==> config.mk <==
export PLATFORM = sky130hd
export DESIGN_NAME = seq_multiplier
export DESIGN_NICKNAME = d
export VERILOG_FILES = /design/src/rtl/seq_multiplier.sv
export SDC_FILE = /design/constraint.sdc
export NUM_CORES = 1
export LEC_CHECK = 0
export CORE_UTILIZATION = 50
export CTS_CLUSTER_DIAMETER = 120
export DETAILED_ROUTE_END_ITERATION = 16
export GPL_TIMING_DRIVEN = 0
export PLACE_DENSITY = 0.76
export REMOVE_ABC_BUFFERS = 1
export SETUP_SLACK_MARGIN = 0.4
export SYNTH_ARGS = -nofsm -noshare
export SYNTH_HDL_FRONTEND = slang
export SYNTH_SLANG_ARGS = --single-unit
==> constraint.sdc <==
create_clock -name clk -period 5.85 [get_ports clk]
set_input_delay 0.8775 -clock clk [delete_from_list [all_inputs] [get_ports clk]]
set_output_delay 0.8775 -clock clk [all_outputs]
set_load 0.01 [all_outputs]
==> src/rtl/seq_multiplier.sv <==
// rtl/seq_multiplier.sv - iterative shift-add multiplier for MULT/MULTU
//
// Ports:
//   clk          rising-edge clock
//   reset_n      asynchronous active-low reset
//   select       command: 01 = load, 10 = step, 00/11 = hold
//   multiplicand operand A, sampled on load
//   multiplier   operand B, sampled on load
//   hi, lo       registered product halves, updated only on load (cleared) or completion
//   busy         high from the load edge until the final step edge
//   done         high after completion until the next load or reset
module seq_multiplier #(
    parameter int SIGN  = 1,
    parameter int WIDTH = 32
) (
    input  logic             clk,
    input  logic             reset_n,
    input  logic [1:0]       select,
    input  logic [WIDTH-1:0] multiplicand,
    input  logic [WIDTH-1:0] multiplier,
    output logic [WIDTH-1:0] hi,
    output logic [WIDTH-1:0] lo,
    output logic             busy,
    output logic             done
);

    localparam int CW = $clog2(WIDTH + 1);

    typedef enum logic [1:0] {
        IDLE = 2'd0,
        RUN  = 2'd1,
        DONE = 2'd2
    } state_t;

    state_t             state;
    logic [CW-1:0]      count;
    logic [2*WIDTH-1:0] acc;
    logic [2*WIDTH-1:0] mcand;
    logic [WIDTH-1:0]   mplier;
    logic               negative;

    // Operand magnitudes. The most-negative value negates to itself, which
    // read as unsigned is already the correct magnitude.
    logic             a_neg;
    logic             b_neg;
    logic [WIDTH-1:0] abs_a;
    logic [WIDTH-1:0] abs_b;

    assign a_neg = (SIGN != 0) && multiplicand[WIDTH-1];
    assign b_neg = (SIGN != 0) && multiplier[WIDTH-1];
    assign abs_a = a_neg ? -multiplicand : multiplicand;
    assign abs_b = b_neg ? -multiplier : multiplier;

    // Accumulator value after the current step, and the signed-corrected
    // product used on the final step.
    logic [2*WIDTH-1:0] acc_new;
    logic [2*WIDTH-1:0] product;

    assign acc_new = mplier[0] ? (acc + mcand) : acc;
    assign product = negative ? -acc_new : acc_new;

    always_ff @(posedge clk or negedge reset_n) begin
        if (!reset_n) begin
            state    <= IDLE;
            count    <= '0;
            acc      <= '0;
            mcand    <= '0;
            mplier   <= '0;
            negative <= 1'b0;
            hi       <= '0;
            lo       <= '0;
            busy     <= 1'b0;
            done     <= 1'b0;
        end else if (select == 2'b01) begin
            // Load restarts unconditionally, even mid-operation.
            state    <= RUN;
            count    <= CW'(WIDTH);
            acc      <= '0;
            mcand    <= {{WIDTH{1'b0}}, abs_a};
            mplier   <= abs_b;
            negative <= a_neg ^ b_neg;
            hi       <= '0;
            lo       <= '0;
            busy     <= 1'b1;
            done     <= 1'b0;
        end else if (select == 2'b10 && state == RUN) begin
            acc    <= acc_new;
            mcand  <= mcand << 1;
            mplier <= mplier >> 1;
            count  <= count - CW'(1);
            if (count == CW'(1)) begin
                hi    <= product[2*WIDTH-1:WIDTH];
                lo    <= product[WIDTH-1:0];
                busy  <= 1'b0;
                done  <= 1'b1;
                state <= DONE;
            end
        end
    end

endmodule

# ---- Word level (Yosys, flattened, before mapping)
# Index checks and enable logic that the tools add are counted.
dict set report totals {
  elab_cells 51
  ff_bits 235
  out_inout_bits 66
  in_bits 68
}
dict set report op_classes {
  n_eq_ne 4
  n_reduce_logical 4
  n_mux 27
  n_bitwise 1
  add_sub_neg 5
}
# operator count
set ops {}
lappend ops {{64-bit two-way mux} 6}
lappend ops {{32-bit two-way mux} 10}
lappend ops {{64-bit adder} 1}
lappend ops {{32-bit negator} 2}
lappend ops {{64-bit negator} 1}
lappend ops {{6-bit two-way mux} 2}
lappend ops {{6-bit by 1-bit equality test with 1-bit output, second input constant} 1}
lappend ops {{1-bit two-way mux} 6}
lappend ops {{2-bit two-way mux} 3}
lappend ops {{6-bit by 1-bit subtractor with 6-bit output, second input constant} 1}
lappend ops {{2-bit by 1-bit equality test with 1-bit output, second input constant} 2}
lappend ops {{2-bit nonzero test} 2}
lappend ops {{2-bit equality test, second input constant} 1}
lappend ops {{2-bit AND reduction} 1}
lappend ops {{1-bit logical AND} 1}
lappend ops {{1-bit XOR} 1}

# ---- Longest topological paths before layout
# Gate-level depths: netlist of run 1.
dict set report depth {
  word_depth 7
  ltp_mapped 16
}

# ---- Worst setup path after synthesis of run 1
# OpenSTA, ideal clock, no wires.
dict set report synth_path {
  path_kind {register -> register}
  startpoint {reg acc[0]}
  endpoint {reg hi[31]}
  t_required_ns 5.781
  path_slack_ns 1.613
  arrival_time_ns 4.168
  path_stages_with_launch 17
  path_cell_list {dfrtp_1 ha_1 inv_1 fa_1 nand2b_1 a21o_1 o31ai_4 o21a_1 o32ai_2 or4_4 a211oi_4 nand4b_4 or4b_4 buf_6 nor4_2 mux2_1 nand3_1}
}
dict set report synth_between {
  elab_chain_cells 7
}
# item line_no
set synth_rtl {}
lappend synth_rtl {{start: declaration} 37} ;# logic [2*WIDTH-1:0] acc;
lappend synth_rtl {{start signal: assignment} 87} ;# acc <= acc_new;
lappend synth_rtl {{64-bit adder} 59} ;# assign acc_new = mplier[0] ? (acc + mcand) : acc;
lappend synth_rtl {{64-bit two-way mux (*)} 59}
lappend synth_rtl {{64-bit negator} 60} ;# assign product = negative ? -acc_new : acc_new;
lappend synth_rtl {{64-bit two-way mux (*)} 60}
lappend synth_rtl {{32-bit two-way mux (*)} 91} ;# if (count == CW'(1)) begin
lappend synth_rtl {{32-bit two-way mux (*)} 86} ;# end else if (select == 2'b10 && state == RUN) begin
lappend synth_rtl {{32-bit two-way mux (*)} 74} ;# end else if (select == 2'b01) begin
lappend synth_rtl {{end signal: assignment} 92} ;# hi <= product[2*WIDTH-1:WIDTH];
lappend synth_rtl {{end: declaration} 21} ;# output logic [WIDTH-1:0] hi,
# Every way passes the cells marked *; elsewhere a longest branch is shown, timed or not. The select of a mux whose other input is x is not followed.
# A chain may end at the register's enable or synchronous reset.

# ---- Final worst setup path of run 1
dict set report layout_path {
  startpoint {reg mcand[12]}
  endpoint {reg hi[29]}
}
dict set report layout_between {
  elab_chain_cells 7
}
# item line_no
set layout_rtl {}
lappend layout_rtl {{start: declaration} 38} ;# logic [2*WIDTH-1:0] mcand;
lappend layout_rtl {{start signal: assignment} 79} ;# mcand <= {{WIDTH{1'b0}}, abs_a};
lappend layout_rtl {{start signal: assignment} 88} ;# mcand <= mcand << 1;
lappend layout_rtl {{64-bit adder (*)} 59}
lappend layout_rtl {{64-bit two-way mux (*)} 59}
lappend layout_rtl {{64-bit negator} 60}
lappend layout_rtl {{64-bit two-way mux (*)} 60}
lappend layout_rtl {{32-bit two-way mux (*)} 91}
lappend layout_rtl {{32-bit two-way mux (*)} 86}
lappend layout_rtl {{32-bit two-way mux (*)} 74}
# Marked as above.

==> results of run 1 <==
[sequential cells by signal (all words and copies together) (netlist names)]
| signal | flops |
|---|---|
| mplier | 32 |
| hi | 32 |
| negative | 1 |
| acc | 64 |
| lo | 32 |
| mcand | 64 |
| state | 1 |
| count | 6 |
| done | 1 |
[stage by stage]
step                      hold WS, ps  total power (W)  std cells
after floorplan                 457.3         0.004496       2104
after global placement          462.0         0.005414       2692
after detailed placement        471.9         0.005470       2714
after CTS                       274.7         0.007277       2764
after global routing            285.2         0.007765       2766
final                           212.4         0.007300       2767
[layout by cell type (no fill, tap or decap), drive strengths merged, types with 38 or more instances in the layout]
master and n:
nand2 379, dfrtp 233, o21ai 233, nand3 170
nor2 153, clkdlybuf4s50 132, xnor2 120, a21oi 110
a31oi 85, ha 68, nor3 49, nand4 43
o31ai 42, clkbuf 38
[layer usage]
metal | vias up | wire length [um] | GRT usage [%] | part of all wire (%)
li1 | 8269 | - | - | -
met1 | 8357 | 24000 | 39.79 | 45
met4 | 2 | 1223 | 7.444 | 2.3
met2 | 501 | 25210 | 49.24 | 47
met3 | 83 | 2877 | 4.058 | 5.4
met5 | - | 17 | 0 | 0.032
[path summary, 6_finish.rpt]
check,depth (start not counted),from,slack [ps],endpoint
max in group asynchronous,3,reset_n,4430,mcand[49]
worst max-delay path,13,mcand[12],790,hi[29]
min in group clk,2,hi[5],480,hi[5]
worst min register to register,2,hi[5],480,hi[5]
worst max register to register,13,mcand[12],790,hi[29]
worst min-delay path,1,reset_n,210,hi[1]
[power groups by stage]
stage / Combinational [W] / Sequential [W] / Clock (W)
global route: 0.00377 / 0.00212 / 0.00188
CTS: 0.00339 / 0.00208 / 0.00181
finish: 0.00342 / 0.00209 / 0.00179
detailed placement: 0.00336 / 0.00211 / 0
floorplan: 0.00244 / 0.00205 / 0
global placement: 0.00328 / 0.00214 / 0
[worst reg2reg max path, cell delays in order (launching register included)]
cell and delay (ps):
dfrtp_1 420, ha_1 460, a21oi_1 170, o21ai_0 550, a2bb2oi_1 180, and2_1 240, a2111oi_0 810, o21ai_0 170
a31oi_1 340, nand3_1 180, or4b_4 730, o41ai_2 360, xnor2_1 220, o21ai_1 90
[logic make-up after synthesis]
| group | count (synthesis) | synth area share [%] |
|---|---|---|
| compound gates | 660 | 24.21 |
| xor+xnor | 143 | 7.078 |
| fa+ha+maj | 69 | 4.922 |
| buf+inv | 180 | 4.052 |
| flops | 233 | 32.95 |
| mux | 31 | 1.796 |
| simple gates | 937 | 24.99 |
[timing repair]
action / 4_1_cts / 5_1_grt
setup buffers: 0 / 2
setup endpoints to repair: 10 / 11
resized for setup: 1 / 0
pin swaps: 0 / 1
[final cells by class]
cell class	instances	area [um^2]	area share [%]
well taps	455	569.3	2.786
multi-input cells	1840	11190	54.79
clock inverters	12	180.2	0.8819
clock buffers	38	747.0	3.656
flip-flops and latches	233	5836	28.56
inverters	31	116.4	0.5695
repair buffers	157	1785	8.739
diodes	1	2.502	0.01225
==> impl_results.md, run 1 <==
* Status: finished, violations left
* Failing checks: capacitance limit, slew limit
* Final instance area at 20430 um^2
* Critical path required time at about 6300 ps
* Worst Max-Slew Pin Slew at about 1500 ps
* Area growth, synth to finish at 15.46%
* # IOs at approximately 130
* Largest area contributor in the netlist: dfrtp_1
* Nets at about 2.4k
* Gr usage total at 29.41%
* Most numerous cell in the Yosys netlist: nand2_1
* Synth top area share at roughly 33%
* CP max-delay cell: a2111oi_0
* Post-Synthesis Cell Area at about 18000 um^2
* Fin crit share at 86.53%
* Crit path time final at between 5000 and 6000 ps
* Initial antenna violation count at 2
* Drt first pass iters at 7
* Max-cap violation count at 1
* Core area at 34710 um^2
* CTS Buf Count at 27
* H-tree depth at 1
* Internal cell power at between 0.004 and 0.005 W
* Net Sw Frac at a little over two fifths
* Pleak at 8.506 nW
* CP top delay family: compound AO/OA/AOI/OAI gates
* CP Capture Type: flop
* DIE HEIGHT at 190.1 um
* Dpl ws at around 230 ps
* Synth cell count leaders: 379 x nand2_1, 233 x dfrtp_1, 207 x o21ai_0
* Post-DRT Antenna Nets at 0
* Die Wd at roughly 190 um
* CTS tree: yes
* HPWL after detailed placement at 39680 um
* GRT Residual Overflow at 0
* Final WS setup at 787.7 ps
* Final Hold Vio Count at 0
* Crit-path max FO at 12
* Largest net degree at the start of global routing at 93
* Synth top area cells: dfrtp_1 33%, nand2_1 8.0%, xnor2_1 5.9%
* Layout Utilization at between 50% and 60%
* Drt wl/cell at around 19 um
* Drt first-iter violations at 1374
* Starting Density at about half
* RSZ-0062 raised after global routing: no
* Worst path cell trace: ha_1 -> a21oi_1 -> o21ai_0 -> a2bb2oi_1 -> and2_1 -> a2111oi_0 -> o21ai_0 -> a31oi_1 -> nand3_1 -> or4b_4 -> o41ai_2 -> xnor2_1 -> o21ai_1
* Max Root-Sink Buffers at 3
* Hold Path Class: in2async
* Root buffer cell: clkbuf_16
* Worst Path Arrival at about 5500 ps
* Worst path max stage delay at about 810 ps
* Setup tns final at 0 ps
* Cell mode on critical path: o21ai_0
* Post-synth cell types at 100
* Power per cell area at between 300 and 400 nW/um^2
* VDD IR-drop max at between 0.2 and 0.3 mV
* Std-Cell Rows at 68
* Max Slew Vio Count at 1
* Synthesis warning total at 0
* Comb power frac at a little under half
* IO buf count at 133
* DRC viols at 0
* Buf/Inv on CP at 0
* Syn Inst Count at between 2k and 2.5k
* GP Congestion at ~0.96
* Clock Sinks at about 230
* EDFF count, synth at 0
* Fillers at roughly 3.2k
* Highest Clock Rate at 197.5 MHz
* Setup violations, final at 0
* Clk slew on worst S/H paths at approximately 60 ps
* Cell Area, Placed at 19480 um^2
* Post-Route Skew at 19.20 ps
* First-pass GRT wire length at approximately 86000 um
* Prevailing post-synth register cell: dfrtp_1
* Sequential share of the synthesized area at between 30% and 40%
* Die area at ~36000 um^2
* Clk pwr share at about a quarter
* Vias in the first global route at ~16k
* Slew HR at -0.003493%
* Post-Route WL at 53330 um
* Net switching power of the design at 0.003141 W
* Vias per cell at 6.220
* Worst Path Class, Setup: reg2reg
* Share of cells above drive strength 1 at under 10%
* Startpoint types: flop
* Synthesized area per cell at slightly below 8 um^2
* Vias at around 17k
* #FFs+latches synth at 233
* Seq pwr share at roughly 29%
* Clk_lat worst skew at 570 ps
* Synth async-reset ratio at between 90% and 100%
* Hold-fix buffers, CTS at 0
No activity file was read; power rests on OpenSTA's default activity.
==> run 2, diff against run 1 <==
--- a/config.mk
+++ b/config.mk
@@ -5,6 +5,7 @@
 export SDC_FILE = /design/constraint.sdc
 export NUM_CORES = 1
 export LEC_CHECK = 0
+export CORE_MARGIN = 2
 export CORE_UTILIZATION = 50
 export CTS_CLUSTER_DIAMETER = 120
 export DETAILED_ROUTE_END_ITERATION = 16
==> run 2 against run 1 <==
Against the previous run: the flow now finishes without violations; clock power is 12% higher; first-iteration DRC count is 9.5% higher; worst setup slack lost 100 ps; utilization increased by 0.29 points; register-to-register slack worse by 100 ps; maximum frequency fell by 1.9%; die area is 2.1% higher.
==> impl_results.md, run 2 (synthesis gave the netlist of run 1 again) <==
* Status: finished clean
* Crit path time final at ~5200 ps
* RSZ-0062 raised after global routing: no
* Ant. Diodes at 0
* Hold Path Class: in2async
* Net Sw Frac at between 40% and 50%
* Vias per cell at between 6 and 7
* Largest regs: acc: 64 flops, mcand: 64 flops
* Startpoint types: flop
* HPWL after detailed placement at between 30000 and 40000 um
* Nets at 2428
* Commonest non-fill, non-tap cell in the layout: nand2_1
* Setup violations, final at 0
* Vias at around 17k
* Worst R2R Start: acc[35]
* GP Congestion at roughly 1
* Post-Route Skew at just under 20 ps
* CP Capture Type: flop
* WL met3 at 3381 um
* IO buf count at around 130
* Worst Path Arrival at 5590 ps
* First-pass GRT wire length at 85330 um
* # IOs at roughly 130
* Internal cell power at about 0.0043 W
* Clk slew on worst S/H paths at 70 ps
* Max Root-Sink Buffers at 3
* Worst Path Class, Setup: reg2reg
* Largest net degree at the start of global routing at between 100 and 150
* Highest Clock Rate at ~190 MHz
* CTS Buf Count at 27
* Post-Route WL at about 53000 um
* Gr usage total at ~29%
* Final Total Pwr at around 0.0075 W
* Drt first-iter violations at between 1.5k and 2k
* Seq pwr share at 27.9%
* Starting Density at around half
* Max Used Layer: met5
* Std-Cell Rows at 68
* Critical path required time at about 6300 ps
* Most frequent cells in the layout: 379 x nand2_1, 231 x dfrtp_1, 207 x o21ai_0
* Slew HR at ~1.6%
* Clock Sinks at around 230
* Core area at about 35000 um^2
* Flop-to-flop setup slack at about 690 ps
* Clk_lat worst skew at between 500 and 600 ps
* Fin crit share at about nine tenths
* Comb power frac at between 40% and 50%
* DIE HEIGHT at a little under 200 um
* Final Hold Vio Count at 0
* Crit-path max FO at 12
* Die area at roughly 37000 um^2
* Drt wl/cell at between 15 and 20 um
* VDD IR-drop max at slightly below 0.3 mV
* Met2 wire len at around 25000 um
* Max Slew Vio Count at 0
* DRC viols at 0
* Post-DRT Antenna Nets at 0
* H-tree depth at 1
* Crit path from: acc[35]
* Power per cell area at roughly 370 nW/um^2
* CTS tree: yes
* Wl on met1 at around 23000 um
* Vias in the first global route at around 17k
* Initial antenna violation count at 1
* Clk pwr share at between 20% and 30%
* Pleak at roughly 8.6 nW
* Die Wd at 192.1 um
* GRT Residual Overflow at 0
* Drt first pass iters at 5
* Min Hold Slack at 197.6 ps
* Worst Max-Slew Pin Slew at approximately 1500 ps
* Max-cap violation count at 0
* Area growth, synth to finish at 16.04%
* Share of cells above drive strength 1 at 5.926%
* Root buffer cell: clkbuf_16
* Net switching power of the design at 0.003169 W
run 2: changes by cell type in the layout (fill, tap and decap cells not counted), sizes merged:
| cell | change |
|---|---|
| clkinvlp | +2 |
| buf | +1 |
| diode | -1 |
| clkbuf | -6 |
| bufinv | +4 |
run 2: area by class of cell:
cell class | count | area (um^2)
fillers | 3139 | 14180
inverters | 31 | 116.4
clock buffers | 32 | 734.5
repair buffers | 158 | 1767
well taps | 455 | 569.3
clock inverters | 18 | 307.8
flip-flops and latches | 233 | 5836
multi-input cells | 1840 | 11200
run 2: metrics by stage:
| step | instance area [um^2] | setup slack (ps) | TNS (ps) | utilization [%] | instances |
|---|---|---|---|---|---|
| final | 20530 | 687.6 | 0 | 59.15 | 2767 |
| after global routing | 20530 | 421.4 | 0 | 59.15 | 2767 |
| after CTS | 20530 | 783.4 | 0 | 59.13 | 2767 |
| after detailed placement | 19450 | -65.95 | -65.95 | 56.04 | 2714 |
| after global placement | 18990 | -10000 | -3238690 | 54.72 | 2692 |
| after floorplan | 17090 | -3957 | -547290 | - | 2104 |
run 2: worst paths after layout:
kind	end	depth (start not counted)
max	hi[28]	13
max in group asynchronous	mplier[0]	2
min reg2reg	hi[6]	2
min	lo[25]	1
min in group clk	hi[6]	2
max reg2reg	hi[28]	13
run 2: routing by layer:
metal  vias up  GRT usage [%]
met5         -              0
met4         2          10.48
met3       115          3.892
met2       636          46.87
met1      8316          38.37
li1       8288              -
run 2: repair_timing:
item,in CTS,in global routing
setup buffers,3,0
resized for setup,2,1
hold buffers,0,0
setup endpoints to repair,12,4
pin swaps,1,0
run 2: critical path, stage by stage (launching register included):
cell and delay, ps:
dfrtp_1 450, ha_1 570, nand4_1 280, nor4_1 640
nand2_1 150, a211oi_1 410, nor3_1 180, xnor2_1 170
mux2_2 350, nor3b_2 490, o2111ai_2 470, o41ai_1 560
xnor2_1 180, o21ai_0 90
run 2: power by group through the flow:
stage                     Sequential [W]  Combinational [W]  Clock [W]
final                            0.00209            0.00341    0.00200
after global routing             0.00212            0.00373    0.00209
after CTS                        0.00209            0.00336    0.00203
after detailed placement         0.00211            0.00334          0
after global placement           0.00214            0.00326          0
after floorplan                  0.00205            0.00244          0
==> run 3, diff against run 2 <==
--- a/config.mk
+++ b/config.mk
@@ -11,6 +11,7 @@
 export DETAILED_ROUTE_END_ITERATION = 16
 export GPL_TIMING_DRIVEN = 0
 export PLACE_DENSITY = 0.76
+export RECOVER_POWER = 100
 export REMOVE_ABC_BUFFERS = 1
 export SETUP_SLACK_MARGIN = 0.4
 export SYNTH_ARGS = -nofsm -noshare
==> run 3 against run 2 <==
Against the previous run: the flow now finishes with violations (capacitance limit, slew limit); power down 0.40%; maximum frequency down 2.7%; combinational power about the same; sequential cell count unchanged; critical path depth unchanged; utilization down 0.60 points; hold slack better by 270 ps; die area unchanged; final cell count unchanged; sequential power about the same; non-clock buffer count unchanged; clock power about the same; critical path type unchanged.
==> impl_results.md, run 3 (synthesis gave the netlist of run 1 again) <==
* Max-cap violation count at 5
* Worst path max stage delay at around 1000 ps
* Area growth, synth to finish at 14.86%
* Failing checks: capacitance limit, slew limit
* Nets at roughly 2.4k
* Die Wd at approximately 190 um
* Post-Route Skew at ~20 ps
* Fillers at between 3k and 4k
* Drt first-iter violations at roughly 1.5k
* IO buf count at approximately 130
* Buf/Inv on CP at 0
* Std-Cell Rows at between 60 and 70
* Worst Max-Slew Pin Slew at roughly 2800 ps
* DIE HEIGHT at 192.1 um
* Crit-path max FO at 12
* Startpoint types: flop
* Post-DRT Antenna Nets at 0
* Final Total Pwr at around 0.0075 W
* Largest net degree at the start of global routing at 106
* Vias per cell at approximately 6.3
* Clk slew on worst S/H paths at roughly 70 ps
* Max Slew Vio Count at roughly 250
* Post-Route WL at 53340 um
* Status: finished, violations left
* CTS Buf Count at 27
* Internal cell power at about 0.0043 W
* Final Hold Vio Count at 0
* Hold path depth at 2
* Drt wl/cell at approximately 19 um
* Hold Path Sink: hi[6]
* First-pass GRT wire length at between 80000 and 90000 um
* DRC viols at 0
* Die area at around 37000 um^2
* Max Root-Sink Buffers at 3
* Most frequent cells in the layout: 379 x nand2_1, 231 x dfrtp_1, 214 x o21ai_0
* Critical path required time at 6260 ps
* Share of cells above drive strength 1 at just over 5%
* CP top delay family: compound AO/OA/AOI/OAI gates
* Slew HR at -86.53%
* Seq pwr share at approximately 28%
* Net switching power of the design at about 0.0032 W
* Hold-fix buffers, CTS at 0
* H-tree depth at 1
* Clk_lat worst skew at approximately 560 ps
* Commonest non-fill, non-tap cell in the layout: nand2_1
* Final WS setup at about 550 ps
* Net Sw Frac at 42.29%
* Setup tns final at 0 ps
* Core area at approximately 35000 um^2
* HP Start: hi[6]
* Power per cell area at approximately 370 nW/um^2
* Starting Density at roughly half
* Clock Sinks at about 230
* Vias in the first global route at approximately 17k
* Hold Path Class: reg2reg
* Flop-to-flop setup slack at about 550 ps
* Clk pwr share at 26.7%
* Crit path time final at about 5300 ps
* Root buffer cell: clkbuf_16
* Pleak at slightly below 9 nW
* Worst R2R Start: mcand[12]
* Drt first pass iters at 5
* Placed insts at 2714
* RSZ-0062 raised after global routing: no
* CTS tree: yes
* Cell mode on critical path: o21ai_0
* Ant. Diodes at 0
* Highest Clock Rate at roughly 190 MHz
* Largest regs: acc: 64 flops, mcand: 64 flops
* FF-to-FF path depth at 13
* GRT Residual Overflow at 0
* CP max-delay cell: a2111oi_0
* Initial antenna violation count at 1
* GP Congestion at ~1
* Gr usage total at 28.55%
* Capturing point of the worst reg2reg path: hi[27]
* HPWL after detailed placement at slightly below 40000 um
* Fin crit share at 90.68%
* Layout Cells excl Fill at approximately 2.8k
* Setup violations, final at 0
* CP Capture Type: flop
* Comb power frac at between 40% and 50%
* Worst path cell trace: ha_1 -> a21oi_1 -> o21ai_0 -> a2bb2oi_1 -> and2_0 -> a2111oi_0 -> o21ai_0 -> a31oi_1 -> nand3_1 -> or4b_4 -> o41ai_1 -> xnor2_1 -> o21ai_1
* # IOs at roughly 130
* Crit path from: mcand[12]
* Worst Path Arrival at approximately 5700 ps
* Worst Path Class, Setup: reg2reg
* VDD IR-drop max at between 0.2 and 0.3 mV
* Dpl ws at -65.95 ps
* Vias at ~17k
-- run 3: area by class of cell --
cell class              instances  area [um^2]  share of cell area, %
repair buffers                158         1608                  7.911
multi-input cells            1840        11150                  54.87
flip-flops and latches        233         5836                  28.71
clock inverters                18        307.8                  1.515
inverters                      31        116.4                 0.5726
well taps                     455        569.3                  2.801
clock buffers                  32        734.5                  3.614
-- run 3: how the worst max path moves through the flow --
stage                     endpoint  slack (ps)  depth (start not counted)
final                       hi[27]         550                         13
after detailed placement    hi[28]         -70                         12
after floorplan             hi[25]       -3960                          5
after global routing         hi[0]         250                          9
after global placement       lo[1]      -10000                          6
after CTS                   hi[23]         780                         13
-- run 3: worst min-delay path, cell delays in order, from the launching register on --
cell	delay (ps)
dfrtp_1	340
nand2_1	40
o21ai_0	60
-- run 3: power by group through the flow --
stage	clock (W)	sequential [W]	combinational, W
4_1_cts	0.00203	0.00209	0.00336
3_3_place_gp	0	0.00214	0.00326
5_1_grt	0.00209	0.00212	0.00370
3_5_place_dp	0	0.00211	0.00334
2_1_floorplan	0	0.00205	0.00244
6_report	0.00200	0.00209	0.00338
-- run 3: routing by layer --
layer | part of all wire [%] | vias up | track usage (%) | wire length [um]
li1 | - | 8310 | - | -
met1 | 44 | 8334 | 38.37 | 23380
met2 | 46 | 640 | 46.87 | 24560
met3 | 6.3 | 121 | 3.892 | 3356
met4 | 3.8 | 2 | 10.48 | 2029
met5 | 0.021 | - | 0 | 11
-- run 3: what timing repair did --
action                                  4_1_cts  5_1_grt
resized for setup                             2        1
cloned                                        0        0
setup buffers                                 3        0
pin swaps                                     1        0
endpoints found under the setup margin       12        4
-- run 3: through the flow --
step / utilization (%) / cell area, um^2 / hold WS (ps)
3_5_place_dp: 56.04 / 19450 / 469.8
5_1_grt: 58.55 / 20320 / 497.9
6_report: 58.55 / 20320 / 472.0
2_1_floorplan: - / 17090 / 457.3
4_1_cts: 59.13 / 20530 / 192.3
3_3_place_gp: 54.72 / 18990 / 461.8
